--- src/rtl/router_oport_fwd.sv ---
// router_oport_fwd
// Forwarding stage for one output port of the 4x4 router. It sits directly
// behind that output's fixed-priority arbiter. On a grant it locks onto the
// winning input. It then forwards that input's serial frame/valid/data with
// exactly one cycle of registered latency. The connection is released at end
// of packet or when the source stalls for too long.
//
// Ports:
//   clk        clock, all state changes on the rising edge
//   reset_n    asynchronous active-low reset
//   i_gnt      grant for this output from its arbiter (expected one-hot)
//   i_frame    frame of every input port
//   i_valid    valid of every input port
//   i_data     serial data of every input port
//   o_busy     high while a connection is held
//   o_src      index of the locked source, held after release
//   o_release  one-cycle pulse when a connection ends (normal or abort)
//   o_frame    forwarded frame
//   o_valid    forwarded valid
//   o_data     forwarded data, forced 0 when o_valid is 0
//   o_bit_cnt  valid bits forwarded in the current/last packet (saturating)
//   o_err      one-cycle pulse on a protocol error
module router_oport_fwd #(
    parameter int NUM_IN  = 4,
    parameter int CNT_W   = 16,
    parameter int TIMEOUT = 64
) (
    input  logic                      clk,
    input  logic                      reset_n,
    input  logic [NUM_IN-1:0]         i_gnt,
    input  logic [NUM_IN-1:0]         i_frame,
    input  logic [NUM_IN-1:0]         i_valid,
    input  logic [NUM_IN-1:0]         i_data,
    output logic                      o_busy,
    output logic [$clog2(NUM_IN)-1:0] o_src,
    output logic                      o_release,
    output logic                      o_frame,
    output logic                      o_valid,
    output logic                      o_data,
    output logic [CNT_W-1:0]          o_bit_cnt,
    output logic                      o_err
);

    localparam int SRC_W = $clog2(NUM_IN);
    localparam int TO_W  = $clog2(TIMEOUT);
    localparam logic [TO_W-1:0]   TO_MAX  = TO_W'(TIMEOUT - 1);
    localparam logic [NUM_IN-1:0] GNT_ONE = NUM_IN'(1);

    typedef enum logic {
        IDLE = 1'b0,
        BUSY = 1'b1
    } state_t;

    state_t            state_q;
    logic [SRC_W-1:0]  src_q;
    logic [TO_W-1:0]   to_cnt_q;
    logic [SRC_W-1:0]  gnt_sel;
    logic              gnt_multi;
    logic              fwd_frame;
    logic              fwd_valid;
    logic              fwd_data;

    // Pick the lowest set grant bit. A malformed multi-hot grant still
    // resolves to a usable source, and we only flag it as an error.
    // x & (x-1) clears the lowest set bit, so any bit left over means more
    // than one grant bit was set.
    always_comb begin
        gnt_sel = '0;
        for (int i = NUM_IN - 1; i >= 0; i--) begin
            if (i_gnt[i]) begin
                gnt_sel = SRC_W'(i);
            end
        end
        gnt_multi = |(i_gnt & (i_gnt - GNT_ONE));
    end

    // The locked source's signals are muxed out once here. The BUSY branch
    // below then reads like the single-source forwarding path it really is.
    always_comb begin
        fwd_frame = i_frame[src_q];
        fwd_valid = i_valid[src_q];
        fwd_data  = i_data[src_q];
    end

    // Connection FSM plus all registered outputs. The release and error
    // pulses default low every cycle, so they can never be held. In BUSY,
    // end of packet is checked before the stall timeout. A frame drop always
    // ends the packet normally, even if valid was also low in that cycle.
    always_ff @(posedge clk or negedge reset_n) begin
        if (!reset_n) begin
            state_q   <= IDLE;
            src_q     <= '0;
            to_cnt_q  <= '0;
            o_release <= 1'b0;
            o_frame   <= 1'b0;
            o_valid   <= 1'b0;
            o_data    <= 1'b0;
            o_bit_cnt <= '0;
            o_err     <= 1'b0;
        end else begin
            o_release <= 1'b0;
            o_err     <= 1'b0;
            case (state_q)
                IDLE: begin
                    o_frame <= 1'b0;
                    o_valid <= 1'b0;
                    o_data  <= 1'b0;
                    if (|i_gnt) begin
                        if (!i_frame[gnt_sel]) begin
                            o_err <= 1'b1;
                        end else begin
                            state_q   <= BUSY;
                            src_q     <= gnt_sel;
                            to_cnt_q  <= '0;
                            o_bit_cnt <= CNT_W'(i_valid[gnt_sel]);
                            o_frame   <= 1'b1;
                            o_valid   <= i_valid[gnt_sel];
                            o_data    <= i_data[gnt_sel] & i_valid[gnt_sel];
                            o_err     <= gnt_multi;
                        end
                    end
                end
                BUSY: begin
                    o_frame <= fwd_frame;
                    o_valid <= fwd_valid;
                    o_data  <= fwd_data & fwd_valid;
                    if (fwd_valid && (o_bit_cnt != '1)) begin
                        o_bit_cnt <= o_bit_cnt + CNT_W'(1);
                    end
                    if (!fwd_frame) begin
                        state_q   <= IDLE;
                        o_release <= 1'b1;
                    end else if (fwd_valid) begin
                        to_cnt_q <= '0;
                    end else if (to_cnt_q == TO_MAX) begin
                        state_q   <= IDLE;
                        o_frame   <= 1'b0;
                        o_valid   <= 1'b0;
                        o_data    <= 1'b0;
                        o_release <= 1'b1;
                        o_err     <= 1'b1;
                    end else begin
                        to_cnt_q <= to_cnt_q + TO_W'(1);
                    end
                end
                default: state_q <= IDLE;
            endcase
        end
    end

    assign o_busy = (state_q == BUSY);
    assign o_src  = src_q;

endmodule
--- config.mk ---
export PLATFORM = sky130hd
export DESIGN_NAME = router_oport_fwd
export DESIGN_NICKNAME = d
export VERILOG_FILES = /design/src/rtl/router_oport_fwd.sv
export SDC_FILE = /design/constraint.sdc
export NUM_CORES = 1
export LEC_CHECK = 0
export ABC_AREA = 1
export CAP_MARGIN = 20
export CORE_AREA = 3 3 64 66
export CTS_CLUSTER_DIAMETER = 200
export DETAILED_ROUTE_END_ITERATION = 6
export DIE_AREA = 0 0 67 69
export GPL_TIMING_DRIVEN = 0
export PLACE_DENSITY = 0.82
export REMOVE_ABC_BUFFERS = 1
export SETUP_SLACK_MARGIN = 0.05
export SYNTH_ARGS = -nofsm -noshare
export SYNTH_HDL_FRONTEND = slang
export SYNTH_SLANG_ARGS = --single-unit
--- constraint.sdc ---
create_clock -name clk -period 4.6 [get_ports clk]
set_input_delay 0.92 -clock clk [delete_from_list [all_inputs] [get_ports clk]]
set_output_delay 0.92 -clock clk [all_outputs]
set_load 0.05 [all_outputs]
==> Yosys cells after proc, flatten, opt, wreduce, memory -nomap -nowiden <==
Index checks and enable logic that the tools add are counted.
{ "op_classes": {"eq_ne": 7, "bitwise_logic": 4, "n_mux": 51, "n_reduce_logical": 6, "addsub": 3, "magnitude_cmp": 2} }
{ "op_table": {"columns": ["operator", "n"], "rows": [
  ["$mux 16", 3],
  ["$pmux 16 s2", 1],
  ["$mux 6", 5],
  ["$mux 1", 27],
  ["$add 16x1->16 const B", 1],
  ["$ne 16x16->1 const B", 1],
  ["$bmux 1 s2", 6],
  ["$pmux 6 s2", 1],
  ["$mux 2", 4],
  ["$pmux 1 s2", 4],
  ["$reduce_or 4->1", 2],
  ["$add 6x1->6 const B", 1],
  ["$eq 6x6->1 const B", 1],
  ["$lt 2x3->1 const B", 2],
  ["$reduce_and 3->1", 2],
  ["$and 4x4->4", 1],
  ["$ne 2x1->1 const B", 2],
  ["$ne 2x2->1 const B", 2],
  ["$reduce_and 4->1", 1],
  ["$sub 4x1->4 const B", 1],
  ["$ne 3x3->1 const B", 1],
  ["$and 1x1->1", 2],
  ["$logic_and 1x1->1", 1],
  ["$not 1->1", 1]
]} }
{ "totals": {"elab_cells": 81, "ff_bits": 29, "in_bits": 18, "output_inout_bits": 24} }

==> Longest topological paths before layout <==
{ "logic_depth": {"depth_word": 10, "mapped_depth": 12, "mapped_depth_nobuf": 11} }

==> Least setup slack after synthesis <==
No wires, ideal clock.
{ "synth_timing": {"path_kind": "input to register", "from": "input port i_gnt[1]", "to": "register to_cnt_q[4]", "t_required_ns": 4.478, "setup_slack_ns": 2.629, "setup_ns": 0.122, "path_stages": 9, "n_path_buf": 1, "t_arrival_ns": 1.849, "cell_sequence": "nor2_1 > inv_1 > nor3_1 > nor2_1 > nand3_2 > nand2_1 > buf_6 > nand2_1 > o21ai_1"} }
{ "synth_via": {"elab_chain_cells": 6, "word_cells_on_any_way": 8, "classes_between": "eq/ne (2); mux (4); reduce/logical (2)"} }
{ "synth_lines": {"columns": ["element", "line_no", "source"], "rows": [
  ["from (decl)", "30", "input logic [NUM_IN-1:0] i_gnt,"],
  ["$mux 2 (2 in series)", "70", "if (i_gnt[i]) begin"],
  ["$bmux 1 s2", "109", "if (!i_frame[gnt_sel]) begin"],
  ["$mux 1 (not written as such)", "109", null],
  ["$ne 2x2->1 (no line)", null, null],
  ["$reduce_and 4->1 (no line) *", null, null],
  ["to (signal assigned)", "143", "to_cnt_q <= to_cnt_q + TO_W'(1);"],
  ["to (decl)", "56", "logic [TO_W-1:0] to_cnt_q;"]
]} }
Mark *: on every way between the ends. The rest lies on a longest branch, timed or not. The select of a mux whose other input is x is not followed.
A chain may end at the register's enable or synchronous reset.

==> Final worst setup path <==
{ "layout_timing": {"from": "register state_q, in the netlist o_busy", "to": "output port o_busy"} }
{ "layout_rtl": {"columns": ["element", "line_no", "source"], "rows": [
  ["from (decl)", "54", "state_t state_q;"],
  ["from (signal assigned)", "91", "state_q <= IDLE;"],
  ["from (signal assigned)", "112", "state_q <= BUSY;"],
  ["from (signal assigned)", "131", "state_q <= IDLE;"],
  ["to (decl)", "34", "output logic o_busy,"]
]} }
No word-level cell between the ends.

==> impl_metrics.yaml <==
logic_synthesis:
  avgSynthCellArea_sq_um: 6.990
  synth_common_cells: "83 x nand2_1, 29 x dfrtp_1, 27 x nand3_1"
  ys_seq_elements: 29
  synthFlopType: "dfrtp_1"
  synth_top_area_share_pct: 36.69
  synth-edff-count: 0
  synth_cells: 283
  synth.distinct_cells: 32
  synth.most_common_cell: "nand2_1"
  async_reset_ff_share_pct: 100.0
  yosysWarnings: 0
  synth_top_area_cell: "dfrtp_1"
  synth_area_leaders: "dfrtp_1 37%, nand2_1 16%, nand3_1 6.8%"
  ys_seq_area_share_pct: 36.69
  synth_area_sq_um: 1978
route:
  top_layer: "met4"
  wl_met1_microns: 1976
  detail_route.first_pass.iterations: 4
  wl_met2_microns: 2271
  vias_per_cell: 5.341
  drc: 0
  drt_wl_total_microns: 4492
  via_count: 2003
  drtAntennaViolNets: 0
  routed-wl-met3_microns: 185
  drtIter0Drc: 144
  wl_per_cell_microns: 11.98
worst_setup_path:
  worstSetupStartpointType: "flop"
  endpoint_kind: "primary output"
  critPathSlowestCell: "clkdlybuf4s50_1"
  cp_max_fo: 15
  cp-endpoint: "o_busy"
  reg2reg_slack_ps: 2500
  r2r_end: "o_bit_cnt[14]"
  path_depth: 1
  critPathTopFamily: "buffers and inverters"
  worstPathRequired_ps: 3680
  criticalPathCategory: "reg -> out"
  cp-startpoint: "o_busy"
  worst-path-buf-inv: 1
  slowest_delay_ps: 920
  r2r-start: "o_bit_cnt[0]"
  r2r_cells: 9
  crit_path_cell_trace: "clkdlybuf4s50_1"
  cp.arrival_ps: 1940
finish:
  drive_gt1_share_pct: 11.31
  nNetsFinal: 346
  fillers: 319
  area_growth_pct: 26.12
  final_area_sq_um: 2495
  utilization_pct: 68.66
  finalNonFillerCells: 375
  multi_input_area_sq_um: 1084
  n_antenna_cell: 0
  seq_area_sq_um: 725.7
clocking:
  h-tree-depth: 2
  ctsResizeCount: 0
  cts_tree: "built"
  clk_path_buf_depth: 2
  cts_hold_buffers: 0
  cts_root_buffer: "clkbuf_8"
  cts_buffers: 5
  post_cts_buffers: 0
  clk_latency_ps: 280
  clkTransAtPathRegs_ps: 60
  clock_sinks: 29
pwr:
  p_int_mw: 0.5805
  peakVddDrop_uv: 310.5
  p_leak_nw: 1.165
  p_total_mw: 1.133
  switching_share_pct: 48.77
  power_density_nw_per_um2: 454.1
  p_sw_mw: 0.5525
  pwr-share-seq_pct: 32.2
  clockPowerShare_pct: 17.6
  comb_power_share_pct: 50.2
sta:
  holdWs_ps: 523.4
  slew_violations: 0
  setup_violations: 0
  worstMarginPinSlew_ps: 726.9
  max_freq_ghz: 0.3492
  fin_skew_ps: 4.307
  hold_viol_final: 0
  finalCritPeriodShare_pct: 62.25
  relSlewSlack_pct: 51.39
  finalWorstSetupSlack_ps: 1736
  fin_setup_tns_ps: 0
  layout_min_cycle_time_ps: 2864
  rsz0062_at_grt: "no"
placement:
  gp_congestion: 0.8705
  dp.cells: 367
  hpwl_microns: 3329
  portBuffers: 41
  pre_cts_slack_ps: 1834
  place_area_sq_um: 2415
die:
  start_util_pct: 54.44
  dieWidth_microns: 67
  dieArea_sq_um: 4623
  ioPinCount: 42
  die_y_microns: 69
  coreArea_sq_um: 3633
  num_rows: 22
worst_hold_path:
  hold_path_depth: 2
  hp-class: "reg -> reg"
global_routing:
  antenna_found_initial: 0
  grt_pass1_wl_microns: 7962
  track_usage_pct: 21.47
  grt_overflow: 0
  grt_start_max_net_pins: 18
  grt_pass1_vias: 1869
flow_run:
  cap_violations: 0
run_status:
  status: "finished clean"
## worst min-delay path, delay by kind of cell, from the launching register on
| kind | cells | cell delay [ps] |
|---|---|---|
| simple gates | 2 | 120 |
| flops | 1 | 370 |
## cell type report
class / count / area share [%]
multi-input combinational: 216 / 43.43
sequential: 29 / 29.09
timing repair buffer: 42 / 17.05
inverter: 32 / 4.814
clock buffer: 8 / 3.210
tap: 48 / 2.407
## how the worst min path moves through the flow
stage | end | from | slack, ps
2_1_floorplan | to_cnt_q[1] | to_cnt_q[1] | 480
3_3_place_gp | to_cnt_q[1] | to_cnt_q[1] | 500
3_5_place_dp | to_cnt_q[1] | to_cnt_q[1] | 520
4_1_cts | to_cnt_q[1] | to_cnt_q[1] | 530
5_1_grt | to_cnt_q[1] | to_cnt_q[1] | 560
6_report | to_cnt_q[1] | to_cnt_q[1] | 520
## power groups by stage
stage                     Clock, mW  Sequential [mW]  Combinational (mW)
after floorplan                   0            0.504               0.248
final                         0.200            0.365               0.569
after global routing          0.219            0.374               0.620
after global placement            0            0.369               0.565
after CTS                     0.207            0.364               0.573
after detailed placement          0            0.367               0.572
## layer usage
layer  track usage (%)  vias to the layer above
li1                  -                     1008
met1             27.24                      943
met2             35.70                       45
met3             5.049                        7
met4             6.081                        0
met5                 0                        -
## placed cells by master, fill, tap and decap left out, types with 6 or more instances in the layout
cell / n
o21ai_0: 15
nor2_1: 25
inv_2: 6
clkdlybuf4s50_1: 41
inv_1: 26
nand4_1: 6
nand3_1: 27
a21oi_1: 11
dfrtp_1: 29
nand2_2: 13
nand2_1: 83
## registers in the layout, indices dropped and copies added, names as in the netlist
name,cells
o_bit_cnt,16
o_release,1
o_err,1
o_valid,1
o_data,1
o_src,2
o_busy,1
to_cnt_q,6
## logic make-up (layout without fill, tap and decap cells)
logic type | Yosys count | count (layout) | synth area share (%)
and+or+nand+nor | 174 | 174 | 41.62
AOI/OAI and AO/OA | 38 | 38 | 11.01
DFF | 29 | 29 | 36.69
xor gates and xnor gates | 2 | 2 | 0.8857
adders and majority gates | 2 | 2 | 1.265
buffers and inverters | 38 | 82 | 8.538
Power figures use the tool's default switching activity.
